===== config.mk =====
export PLATFORM = sky130hd
export DESIGN_NAME = r200_mem_arb_flat
export DESIGN_NICKNAME = d
export VERILOG_FILES = /design/src/rtl/r200_mem_arb_pkg.sv /design/src/rtl/r200_mem_arb_if.sv /design/src/rtl/r200_mem_arb_starve_cnt.sv /design/src/rtl/r200_mem_arb.sv /design/src/flat_wrapper.sv
export SDC_FILE = /design/constraint.sdc
export NUM_CORES = 1
export LEC_CHECK = 0
export CAP_MARGIN = 0
export CORE_AREA = 3 3 105 107
export CTS_BUF_LIST = sky130_fd_sc_hd__clkbuf_16
export CTS_CLUSTER_DIAMETER = 120
export DETAILED_ROUTE_END_ITERATION = 8
export DIE_AREA = 0 0 108 110
export PLACE_DENSITY = 0.64
export SYNTH_ARGS = -nofsm -noshare
export SYNTH_HDL_FRONTEND = slang
export SYNTH_SLANG_ARGS = --single-unit

===== constraint.sdc =====
create_clock -name clk -period 3.6 [get_ports clk]
set_input_delay 0.36 -clock clk [delete_from_list [all_inputs] [get_ports clk]]
set_output_delay 0.36 -clock clk [all_outputs]
set_load 0.005 [all_outputs]

===== src/rtl/r200_mem_arb_pkg.sv =====
// r200_mem_arb_pkg: shared types and constants for the unified-memory arbiter.
// State encodings match the legacy ARB_* values; ARB_NOP is returned on a
// timeout abort (ARB_TIMEOUT_EN builds only).
package r200_mem_arb_pkg;

    typedef enum logic [1:0] {
        ARB_IDLE   = 2'd0,
        ARB_BUSY_I = 2'd1,
        ARB_BUSY_D = 2'd2
    } arb_state_t;

    // addi x0, x0, 0
    localparam logic [31:0] ARB_NOP = 32'h0000_0013;

    // Starvation counter width; holds STARVE_MAX up to 15
    localparam int unsigned STARVE_CW = 4;

endpackage


===== src/rtl/r200_mem_arb_if.sv =====
// r200_mem_arb_if: requester (IF, MEM) and memory-macro signals of the arbiter.
// slave  = arbiter side, master = pipeline/memory side.
interface r200_mem_arb_if #(
    parameter int unsigned AW = 32,
    parameter int unsigned DW = 32
);
    // instruction fetch
    logic          if_req;
    logic [AW-1:0] if_addr;
    logic          if_gnt;
    logic          if_rvalid;
    logic [DW-1:0] if_rdata;
    // data memory stage
    logic          d_req;
    logic          d_we;
    logic [AW-1:0] d_addr;
    logic [DW-1:0] d_wdata;
    logic          d_gnt;
    logic          d_rvalid;
    logic [DW-1:0] d_rdata;
    // memory macro
    logic          m_req;
    logic          m_we;
    logic [AW-1:0] m_addr;
    logic [DW-1:0] m_wdata;
    logic [DW-1:0] m_rdata;
    logic          m_rvalid;
    // pipeline control
    logic          stall_if;
    logic          stall_mem;
    logic          bus_err;

    modport slave (
        input  if_req, if_addr, d_req, d_we, d_addr, d_wdata, m_rdata, m_rvalid,
        output if_gnt, if_rvalid, if_rdata, d_gnt, d_rvalid, d_rdata,
               m_req, m_we, m_addr, m_wdata, stall_if, stall_mem, bus_err
    );

    modport master (
        output if_req, if_addr, d_req, d_we, d_addr, d_wdata, m_rdata, m_rvalid,
        input  if_gnt, if_rvalid, if_rdata, d_gnt, d_rvalid, d_rdata,
               m_req, m_we, m_addr, m_wdata, stall_if, stall_mem, bus_err
    );

endinterface


===== src/rtl/r200_mem_arb_starve_cnt.sv =====
// r200_mem_arb_starve_cnt: saturating count of MEM grants taken while IF waits.
// sat tells the arbiter to let IF win the next arbitration.
module r200_mem_arb_starve_cnt
    import r200_mem_arb_pkg::*;
#(
    parameter int unsigned STARVE_MAX = 4
) (
    input  logic clk,
    input  logic rst,
    input  logic inc,
    input  logic clr,
    output logic sat
);

    logic [STARVE_CW-1:0] cnt_q;

    // Count MEM grants against a waiting IF; clear takes priority, hold at max
    always_ff @(posedge clk or negedge rst) begin
        if (!rst) begin
            cnt_q <= '0;
        end else if (clr) begin
            cnt_q <= '0;
        end else if (inc && !sat) begin
            cnt_q <= cnt_q + STARVE_CW'(1);
        end
    end

    assign sat = (cnt_q >= STARVE_CW'(STARVE_MAX));

endmodule


===== src/rtl/r200_mem_arb.sv =====
// r200_mem_arb: single-outstanding arbiter between IF and MEM for the shared
// memory macro. MEM wins unless IF has been starved STARVE_MAX times.
// Optional: define ARB_TIMEOUT_EN to abort a BUSY state after TIMEOUT cycles
// without m_rvalid (returns ARB_NOP and pulses bus_err).
module r200_mem_arb
    import r200_mem_arb_pkg::*;
#(
    parameter int unsigned AW         = 32,
    parameter int unsigned DW         = 32,
    parameter int unsigned STARVE_MAX = 4,
    parameter int unsigned TIMEOUT    = 16
) (
    input  logic          clk,
    input  logic          rst,
    r200_mem_arb_if.slave bus
);

    arb_state_t    state_q, state_d;
    logic          d_win, d_issue, i_issue;
    logic          starve_sat;
    logic          we_q;
    logic          tmo_hit;
    logic [AW-1:0] addr_c;

    if (STARVE_MAX < 1 || STARVE_MAX > 15 || TIMEOUT < 1) begin : g_cfg_chk
        $error("r200_mem_arb: STARVE_MAX must be 1..15 and TIMEOUT >= 1");
    end

    // Issue is only possible from IDLE and never while reset is held
    assign d_win   = bus.d_req & (~bus.if_req | ~starve_sat);
    assign d_issue = (state_q == ARB_IDLE) & rst & d_win;
    assign i_issue = (state_q == ARB_IDLE) & rst & ~d_win & bus.if_req;

    r200_mem_arb_starve_cnt #(
        .STARVE_MAX (STARVE_MAX)
    ) u_starve (
        .clk (clk),
        .rst (rst),
        .inc (d_issue & bus.if_req),
        .clr (i_issue | ~bus.if_req),
        .sat (starve_sat)
    );

    // State register; reset drops any outstanding transaction
    always_ff @(posedge clk or negedge rst) begin
        if (!rst) begin
            state_q <= ARB_IDLE;
        end else begin
            state_q <= state_d;
        end
    end

    // Remember whether the MEM transaction in flight is a write
    always_ff @(posedge clk or negedge rst) begin
        if (!rst) begin
            we_q <= 1'b0;
        end else if (d_issue) begin
            we_q <= bus.d_we;
        end
    end

`ifdef ARB_TIMEOUT_EN
    localparam int unsigned TW = $clog2(TIMEOUT + 1);
    logic [TW-1:0] tmo_q;

    // Cycles spent waiting in BUSY; restarts whenever the FSM is idle
    always_ff @(posedge clk or negedge rst) begin
        if (!rst) begin
            tmo_q <= '0;
        end else if (state_q == ARB_IDLE) begin
            tmo_q <= '0;
        end else begin
            tmo_q <= tmo_q + TW'(1);
        end
    end

    assign tmo_hit = (state_q != ARB_IDLE) && (tmo_q == TW'(TIMEOUT - 1));
`else
    assign tmo_hit = 1'b0;
`endif

    // Next state, memory issue and combinational response forwarding
    always_comb begin
        state_d       = state_q;
        addr_c        = '0;
        bus.if_gnt    = 1'b0;
        bus.if_rvalid = 1'b0;
        bus.if_rdata  = '0;
        bus.d_gnt     = 1'b0;
        bus.d_rvalid  = 1'b0;
        bus.d_rdata   = '0;
        bus.m_req     = 1'b0;
        bus.m_we      = 1'b0;
        bus.m_wdata   = '0;
        bus.bus_err   = 1'b0;
        case (state_q)
            ARB_IDLE: begin
                if (d_issue) begin
                    bus.d_gnt   = 1'b1;
                    bus.m_req   = 1'b1;
                    bus.m_we    = bus.d_we;
                    addr_c      = bus.d_addr;
                    bus.m_wdata = bus.d_wdata;
                    state_d     = ARB_BUSY_D;
                end else if (i_issue) begin
                    bus.if_gnt  = 1'b1;
                    bus.m_req   = 1'b1;
                    addr_c      = bus.if_addr;
                    state_d     = ARB_BUSY_I;
                end
            end
            ARB_BUSY_I: begin
                if (bus.m_rvalid) begin
                    bus.if_rvalid = 1'b1;
                    bus.if_rdata  = bus.m_rdata;
                    state_d       = ARB_IDLE;
                end else if (tmo_hit) begin
                    bus.if_rvalid = 1'b1;
                    bus.if_rdata  = DW'(ARB_NOP);
                    bus.bus_err   = 1'b1;
                    state_d       = ARB_IDLE;
                end
            end
            ARB_BUSY_D: begin
                if (bus.m_rvalid) begin
                    bus.d_rvalid = 1'b1;
                    bus.d_rdata  = we_q ? '0 : bus.m_rdata;
                    state_d      = ARB_IDLE;
                end else if (tmo_hit) begin
                    bus.d_rvalid = 1'b1;
                    bus.d_rdata  = we_q ? '0 : DW'(ARB_NOP);
                    bus.bus_err  = 1'b1;
                    state_d      = ARB_IDLE;
                end
            end
            default: state_d = ARB_IDLE;
        endcase
    end

    assign bus.m_addr    = addr_c;
    assign bus.stall_if  = bus.if_req & ~bus.if_rvalid;
    assign bus.stall_mem = bus.d_req & ~bus.d_rvalid;

endmodule


===== src/flat_wrapper.sv =====
// flat-port wrapper written by rule: the top's interface ports become plain ports
module r200_mem_arb_flat import r200_mem_arb_pkg::*;
#(
    parameter int unsigned AW         = 32,
    parameter int unsigned DW         = 32,
    parameter int unsigned STARVE_MAX = 4,
    parameter int unsigned TIMEOUT    = 16
)
  (clk, rst, bus_if_req, bus_if_addr, bus_d_req, bus_d_we, bus_d_addr, bus_d_wdata, bus_m_rdata, bus_m_rvalid, bus_if_gnt, bus_if_rvalid, bus_if_rdata, bus_d_gnt, bus_d_rvalid, bus_d_rdata, bus_m_req, bus_m_we, bus_m_addr, bus_m_wdata, bus_stall_if, bus_stall_mem, bus_bus_err);
  r200_mem_arb_if #(.AW(AW), .DW(DW)) bus_i ();
  input  logic clk;
  input  logic rst;
  input wire logic [$bits(bus_i.if_req)-1:0] bus_if_req;
  input wire logic [$bits(bus_i.if_addr)-1:0] bus_if_addr;
  input wire logic [$bits(bus_i.d_req)-1:0] bus_d_req;
  input wire logic [$bits(bus_i.d_we)-1:0] bus_d_we;
  input wire logic [$bits(bus_i.d_addr)-1:0] bus_d_addr;
  input wire logic [$bits(bus_i.d_wdata)-1:0] bus_d_wdata;
  input wire logic [$bits(bus_i.m_rdata)-1:0] bus_m_rdata;
  input wire logic [$bits(bus_i.m_rvalid)-1:0] bus_m_rvalid;
  output wire logic [$bits(bus_i.if_gnt)-1:0] bus_if_gnt;
  output wire logic [$bits(bus_i.if_rvalid)-1:0] bus_if_rvalid;
  output wire logic [$bits(bus_i.if_rdata)-1:0] bus_if_rdata;
  output wire logic [$bits(bus_i.d_gnt)-1:0] bus_d_gnt;
  output wire logic [$bits(bus_i.d_rvalid)-1:0] bus_d_rvalid;
  output wire logic [$bits(bus_i.d_rdata)-1:0] bus_d_rdata;
  output wire logic [$bits(bus_i.m_req)-1:0] bus_m_req;
  output wire logic [$bits(bus_i.m_we)-1:0] bus_m_we;
  output wire logic [$bits(bus_i.m_addr)-1:0] bus_m_addr;
  output wire logic [$bits(bus_i.m_wdata)-1:0] bus_m_wdata;
  output wire logic [$bits(bus_i.stall_if)-1:0] bus_stall_if;
  output wire logic [$bits(bus_i.stall_mem)-1:0] bus_stall_mem;
  output wire logic [$bits(bus_i.bus_err)-1:0] bus_bus_err;
  assign bus_i.if_req = bus_if_req;
  assign bus_i.if_addr = bus_if_addr;
  assign bus_i.d_req = bus_d_req;
  assign bus_i.d_we = bus_d_we;
  assign bus_i.d_addr = bus_d_addr;
  assign bus_i.d_wdata = bus_d_wdata;
  assign bus_i.m_rdata = bus_m_rdata;
  assign bus_i.m_rvalid = bus_m_rvalid;
  assign bus_if_gnt = bus_i.if_gnt;
  assign bus_if_rvalid = bus_i.if_rvalid;
  assign bus_if_rdata = bus_i.if_rdata;
  assign bus_d_gnt = bus_i.d_gnt;
  assign bus_d_rvalid = bus_i.d_rvalid;
  assign bus_d_rdata = bus_i.d_rdata;
  assign bus_m_req = bus_i.m_req;
  assign bus_m_we = bus_i.m_we;
  assign bus_m_addr = bus_i.m_addr;
  assign bus_m_wdata = bus_i.m_wdata;
  assign bus_stall_if = bus_i.stall_if;
  assign bus_stall_mem = bus_i.stall_mem;
  assign bus_bus_err = bus_i.bus_err;
  r200_mem_arb #(.AW(AW), .DW(DW), .STARVE_MAX(STARVE_MAX), .TIMEOUT(TIMEOUT)) u_core (.clk(clk), .rst(rst), .bus(bus_i));
endmodule

==> results.md, run 1 <==
* Final std cells w/o fill at slightly below 600
* Clock Skew at between 0.0007 and 0.0008 ns
* Core Footprint at 10200 um2
* Clk pwr share at between 10% and 20%
* Initial DRC count at around 130
* DR DRC count at 0
* Required time worst endpoint at 3.24 ns
* Sequential power share at around a tenth
* Synth Area in XOR/XNOR at 0%
* Sequential share of the synthesized area at a little under an eighth
* Largest net degree at the start of global routing at 39
* Adder-Cell Fraction of Synth Area at under 10%
* Layout Nets at 593
* Final Wtd Congestion at 0.743
* CP arrival at 2.38 ns
* Die area at between 10000 and 15000 um2
* FFs w/ async S/R, synth at 100%
* Crit Path Max Fanout at 38
* CTS tree: done
* Post-CTS Resized at 0
* Outcome: finished clean
* FP Rows at 37
* Design Area, Final at 4320 um2
* Max-Cap Viols at 0
* Clock Sinks at 7
* Setup crit end kind: output port
* Post-Syn Area at roughly 1500 um2
* Die height at approximately 110 um
* Setup WS post-layout at 0.860 ns
* Clk_lat worst skew at ~0.23 ns
* Peak supply drop at 145 uV
* Congestion Overflow GR at 0
* Leak Pwr at approximately 1.9 nW
* Post-DRT Antenna Nets at 0
* Num ports at approximately 270
* Slew Limit Fails at 0
* Initial Utilization at about 14%
* Initial antenna violation count at 0
* Logic pwr share at between 70% and 80%
* P_sw at around 340 uW
* Yosys reg bits at 7
* Ant diodes at 0
* H-Tree Depth at 1
* R2R depth at 5
* Top_reg_cell synth: dfrtp_1
* Clock buffer count from CTS at 3
* Setup repair bufs after CTS at 0
* Avg Cell Area, Syn at 7.33 um2
* Vias in the first global route at 2340
* Fill cells at between 1000 and 1500
* Relative slew margins at between 30% and 40%
* Clock Path Buffers at 2
* Mux contribution to synthesized area at 1.54%
* Via Count at 2498
* Area growth syn-to-layout at 195%
* Fin Setup TNS at 0 ns
* Switching share of power at 31.1%
* Worst Hold Slack at 0.434 ns
* Final Hold Vio Count at 0
* Net Count, Synth at between 300 and 400
* # hold bufs at CTS at 0
* Hold Path Class: in2async
* Critical path class: in2out
* First-pass GRT wire length at ~13000 um
* Worst Tran Pin Value at slightly above 0.9 ns
* Post-Place Setup Slack at 0.866 ns
* Final setup fails at 0
* Layout cells sized above 1 at under 10%
* Largest family of logic cells by synthesized area: simple AND/OR/NAND/NOR gates
* Synth Area in Simple Gates at between 40 and 50%
* Minimum clock period at between 2 and 3 ns
* Synth Warn # at 0
* Wire per inst at between 15 and 20 um
* Post-synthesis compound-gate area fraction at 24.2%
* Pwr Total at 1.10 mW
* I/O Buffers at approximately 270
* Root buffer cell: clkbuf_16
* DP Area at 4240 um2
* 1st-pass router iterations at 4
* Dpl cells at a little under 600
* F_max at roughly 370 MHz
* Power per cell area at about 250 nW/um2
* Critical Path Source Type: input pin
* Die width at around 110 um
* Post-Synthesis Cells at 200
* Internal power at between 700 and 800 uW
* Synth cell types at 25
* Total GRT Usage at between 10% and 20%
* Clock-pin slew on the worst setup and hold paths at roughly 0.04 ns
* Post-DP HPWL at roughly 7300 um
* Core Util, Final at a little over two fifths
* Ratio of final minimum period to clock period at between 70 and 80%
* Vias per Instance at 4.23
* Unrepaired setup endpoints after global routing: false
* Number of synthesized flops with an enable pin at 0
* Drt total wl at about 8900 um
## Yosys cell counts (2+ instances only)
library cell / n / area [um2]
a22o_1: 32 / 280
nor2_1: 4 / 15.0
buf_2: 3 / 15.0
nor2b_1: 3 / 18.8
buf_4: 2 / 15.0
ha_1: 4 / 50.1
dfrtp_1: 7 / 175
a31o_1: 2 / 17.5
clkbuf_1: 16 / 60.1
and3_1: 69 / 432
and2_1: 35 / 219
nand2_1: 2 / 7.51
buf_6: 4 / 45.0
mux2_1: 2 / 22.5
inv_1: 5 / 18.8
## critical path: stages
cell,delay (ns)
clkdlybuf4s50_1,0.60
o21ai_1,0.21
and2_4,0.45
a22o_1,0.24
clkdlybuf4s50_1,0.50
## logic make-up after synthesis
family | after synthesis
flops | 7
other cells | 1
simple gates | 115
fa+ha+maj | 4
buf+inv | 30
mux | 2
compound gates | 41
## cells in the final DEF (no fill, tap or decap), types with 3 or more instances in the layout
master,n
nor2_1,4
a22o_1,32
nor2b_1,3
clkdlybuf4s50_1,269
and2_1,35
clkbuf_16,3
ha_1,4
inv_1,6
buf_4,6
and3_1,69
dfrtp_1,7
## final cells by class
class	instances	area (um2)	share of cell area, %
timing repair buffer	275	2740	63.4
multi-input combinational	163	1140	26.3
sequential	7	175	4.06
tap	136	170	3.94
clock buffer	3	75.1	1.74
inverter	5	18.8	0.435
clock inverter	1	3.75	0.0870
## metal layers
metal	wire length, um	vias to the layer above	track usage [%]
met5	0	-	0
li1	-	1234	-
met3	1050	6	5.36
met2	4480	140	24.2
met1	3270	1118	15.3
met4	70	0	1.71
## power by group through the flow
| stage | combinational (mW) | sequential, mW | clock [mW] |
|---|---|---|---|
| 2_1_floorplan | 0.313 | 0.105 | 0 |
| 3_3_place_gp | 0.807 | 0.108 | 0 |
| 3_5_place_dp | 0.810 | 0.110 | 0 |
| 4_1_cts | 0.816 | 0.109 | 0.188 |
| 5_1_grt | 0.878 | 0.111 | 0.195 |
| 6_report | 0.805 | 0.109 | 0.185 |
## state kept, by name (all words and copies together) (netlist names)
register,count
u_core.state_q,2
u_core.we_q,1
u_core.u_starve.cnt_q,4
## path summary, 6_finish.rpt
check	from	endpoint	slack [ns]
setup reg to reg	u_core.state_q[0]$_DFFE_PN0P_	u_core.we_q$_DFFE_PN0N_	1.74
setup / recovery	bus_if_req	bus_m_addr[20]	0.86
hold / removal	rst	u_core.we_q$_DFFE_PN0N_	0.43
min in group clk	u_core.we_q$_DFFE_PN0N_	u_core.we_q$_DFFE_PN0N_	0.50
max in group asynchronous	rst	u_core.u_starve.cnt_q[2]$_DFFE_PN0P_	3.02
hold reg to reg	u_core.we_q$_DFFE_PN0N_	u_core.we_q$_DFFE_PN0N_	0.50
Power figures use the tool's default switching activity.
==> run 2, diff against run 1 <==
--- a/config.mk
+++ b/config.mk
@@ -6,12 +6,12 @@
 export NUM_CORES = 1
 export LEC_CHECK = 0
 export CAP_MARGIN = 0
-export CORE_AREA = 3 3 105 107
+export CORE_AREA = 3 3 104 106
 export CTS_BUF_LIST = sky130_fd_sc_hd__clkbuf_16
 export CTS_CLUSTER_DIAMETER = 120
 export DETAILED_ROUTE_END_ITERATION = 8
-export DIE_AREA = 0 0 108 110
-export PLACE_DENSITY = 0.64
+export DIE_AREA = 0 0 107 109
+export PLACE_DENSITY = 0.65
 export SYNTH_ARGS = -nofsm -noshare
 export SYNTH_HDL_FRONTEND = slang
 export SYNTH_SLANG_ARGS = --single-unit
==> constraint.sdc (replaced) <==
create_clock -name clk -period 2.8 [get_ports clk]
set_input_delay 0.28 -clock clk [delete_from_list [all_inputs] [get_ports clk]]
set_output_delay 0.28 -clock clk [all_outputs]
set_load 0.005 [all_outputs]
==> results.md, run 2 (synthesized netlist as in run 1, its figures left out) <==
* Outcome: finished clean (unchanged)
* Post-DP HPWL at 7880 um (was 7300 um)
* First-pass GRT wire length at 13200 um (was 12700 um)
* Final std cells w/o fill at 591 (was 590)
* Power per cell area at 332 nW/um2 (was 254 nW/um2)
* Fin Setup TNS at 0 ns (unchanged)
* Clock Sinks at 7 (unchanged)
* Die height at 109 um (was 110 um)
* CP arrival at 2.35 ns (was 2.38 ns)
* Minimum clock period at around 2.6 ns
* Largest net degree at the start of global routing at 39 (unchanged)
* DR DRC count at 0 (unchanged)
* Final Wtd Congestion at 0.735 (was 0.743)
* Clock buffer count from CTS at 3 (unchanged)
* Switching share of power at 31.6% (was 31.1%)
* FP Rows at 36 (was 37)
* Layout cells sized above 1 at 3.49% (was 2.64%)
* Ratio of final minimum period to clock period at a little over nine tenths
* Slew Limit Fails at 0 (unchanged)
* H-Tree Depth at 1 (unchanged)
* Sequential power share at 9.5% (was 9.9%)
* Vias in the first global route at 2510 (was 2340)
* Wire per inst at 15.8 um (was 15.0 um)
* Max-Cap Viols at 0 (unchanged)
* DP Area at 4270 um2 (was 4240 um2)
* Clock-pin slew on the worst setup and hold paths at 0.04 ns (about the same)
* Register with the most flip-flops: u_core.u_starve.cnt_q (unchanged)
* Layout Nets at 597 (was 593)
* Required time worst endpoint at 2.52 ns (was 3.24 ns)
* Clock Path Buffers at 2 (unchanged)
* Unrepaired setup endpoints after global routing: false (unchanged)
* I/O Buffers at 269 (unchanged)
* P_sw at 458 uW (was 341 uW)
* Critical path class: reg2out (was in2out)
* Largest regs: u_core.u_starve.cnt_q: 4 flops, u_core.state_q: 2 flops, u_core.we_q: 1 flops (unchanged)
* CP max-delay cell: clkdlybuf4s50_1 (unchanged)
* Dpl cells at 586 (unchanged)
* Drt total wl at 9320 um (was 8880 um)
* Die width at 107 um (was 108 um)
* Initial Utilization at 14.9% (was 14.3%)
* Core Footprint at 9860 um2 (was 10200 um2)
* Crit-path cells: inv_1 > ha_1 > and3_1 > and2_4 > a22o_1 > clkdlybuf4s50_1 (was clkdlybuf4s50_1 > o21ai_1 > and2_4 > a22o_1 > clkdlybuf4s50_1)
* Fill cells at 944 (was 1037)
* Via Count at 2512 (was 2498)
* Vias per Instance at 4.25 (was 4.23)
* Ant diodes at 0 (unchanged)
* Design Area, Final at 4360 um2 (was 4320 um2)
* Initial DRC count at 190 (was 126)
* Critical Path Source Type: flip-flop (was input pin)
* Total GRT Usage at 14.2% (was 13.4%)
* Crit-path max cell delay at 0.54 ns (was 0.60 ns)
* Setup repair bufs after CTS at 0 (unchanged)
* Clock Skew at 0.000581 ns (was 0.000780 ns)
* Num ports at 271 (unchanged)
* Final Hold Vio Count at 0 (unchanged)
* Clk pwr share at 16.7% (was 16.8%)
* Die area at 11700 um2 (was 11900 um2)
* Hold Path Class: in2async (unchanged)
* Most common cell after layout, fill and taps aside: clkdlybuf4s50_1 (unchanged)
* F_max at between 300 and 400 MHz
* Leak Pwr at 1.90 nW (was 1.88 nW)
* Clk_lat worst skew at 0.23 ns (about the same)
* Peak supply drop at 176 uV (was 145 uV)
* Commonest non-fill, non-tap cells in the layout: clkdlybuf4s50_1 (269), and3_1 (69), and2_1 (35), a22o_1 (32), buf_4 (8) (was clkdlybuf4s50_1 (269), and3_1 (69), and2_1 (35), a22o_1 (32), dfrtp_1 (7))
* Root buffer cell: clkbuf_16 (unchanged)
* Post-DRT Antenna Nets at 0 (unchanged)
* Setup crit end kind: output port (unchanged)
* Crit Path Max Fanout at 19 (was 38)
* Congestion Overflow GR at 0 (unchanged)
* Logic pwr share at 73.8% (was 73.3%)
* Area growth syn-to-layout at 197% (was 195%)
* 1st-pass router iterations at 4 (unchanged)
* Initial antenna violation count at 0 (unchanged)
* Internal power at 991 uW (was 757 uW)
* CTS tree: done (unchanged)
* Max reg flops at 4 (unchanged)
* Final setup fails at 0 (unchanged)
==> run 2: power groups by stage <==
stage               combinational [mW]  clock [mW]  sequential [mW]
floorplan                        0.402           0            0.135
global placement                  1.06           0            0.137
detailed placement                1.06           0            0.139
CTS                               1.07       0.249            0.138
global route                      1.16       0.257            0.141
finish                            1.07       0.242            0.138
==> run 2: worst max-delay path: cells and delay by family, from the launching register on <==
| family | cells | cell delay, ns |
|---|---|---|
| buffers and inverters | 2 | 0.63 |
| AO/OA/AOI/OAI | 1 | 0.25 |
| flip-flops | 1 | 0.40 |
| adder cells (fa/ha/maj) | 1 | 0.27 |
| AND/OR/NAND/NOR | 2 | 0.56 |
==> run 2: layout make-up <==
cell class                 count  area [um2]  share of cell area, %
clock buffer                   3        75.1                   1.72
inverter                       5        18.8                  0.431
multi-input combinational    164        1140                   26.3
clock inverter                 1        3.75                 0.0862
timing repair buffer         278        2770                   63.6
tap                          133         166                   3.82
sequential                     7         175                   4.02
==> run 2: path summary, 6_finish.rpt <==
path | from | to | slack (ns) | depth (start not counted)
max | u_core.state_q[0]$_DFFE_PN0P_ | bus_m_addr[19] | 0.17 | 6
min | rst | u_core.state_q[1]$_DFFE_PN0P_ | 0.37 | 2
max reg2reg | u_core.state_q[0]$_DFFE_PN0P_ | u_core.we_q$_DFFE_PN0N_ | 1.00 | 5
min reg2reg | u_core.we_q$_DFFE_PN0N_ | u_core.we_q$_DFFE_PN0N_ | 0.49 | 1
max in group asynchronous | rst | u_core.u_starve.cnt_q[0]$_DFFE_PN0P_ | 2.29 | 2
min in group clk | u_core.we_q$_DFFE_PN0N_ | u_core.we_q$_DFFE_PN0N_ | 0.49 | 1
==> run 2: repair_timing <==
action | CTS | global route
endpoints found under the hold margin | 0 | 0
hold buffers | 0 | 0
setup endpoints to repair | 0 | 4
gates resized for setup | 0 | 1
==> run 2: stage by stage <==
step           total power, mW  worst slack, ns  hold WS [ns]  utilization [%]
6_report                  1.45            0.174         0.369             44.2
5_1_grt                   1.56           0.0857         0.384             44.2
4_1_cts                   1.46            0.117         0.369             44.1
3_5_place_dp              1.20            0.356         0.480             43.3
3_3_place_gp              1.19            0.348         0.474             43.3
2_1_floorplan            0.537            0.978       -0.0156                -
==> run 2: routing by layer <==
metal  vias up  wire length [um]  GRT usage, %
met2       139              4810          25.9
met1      1122              3610          16.7
met5         -                 0             0
met3         5               843          4.56
li1       1246                 -             -
met4         0                45          1.74
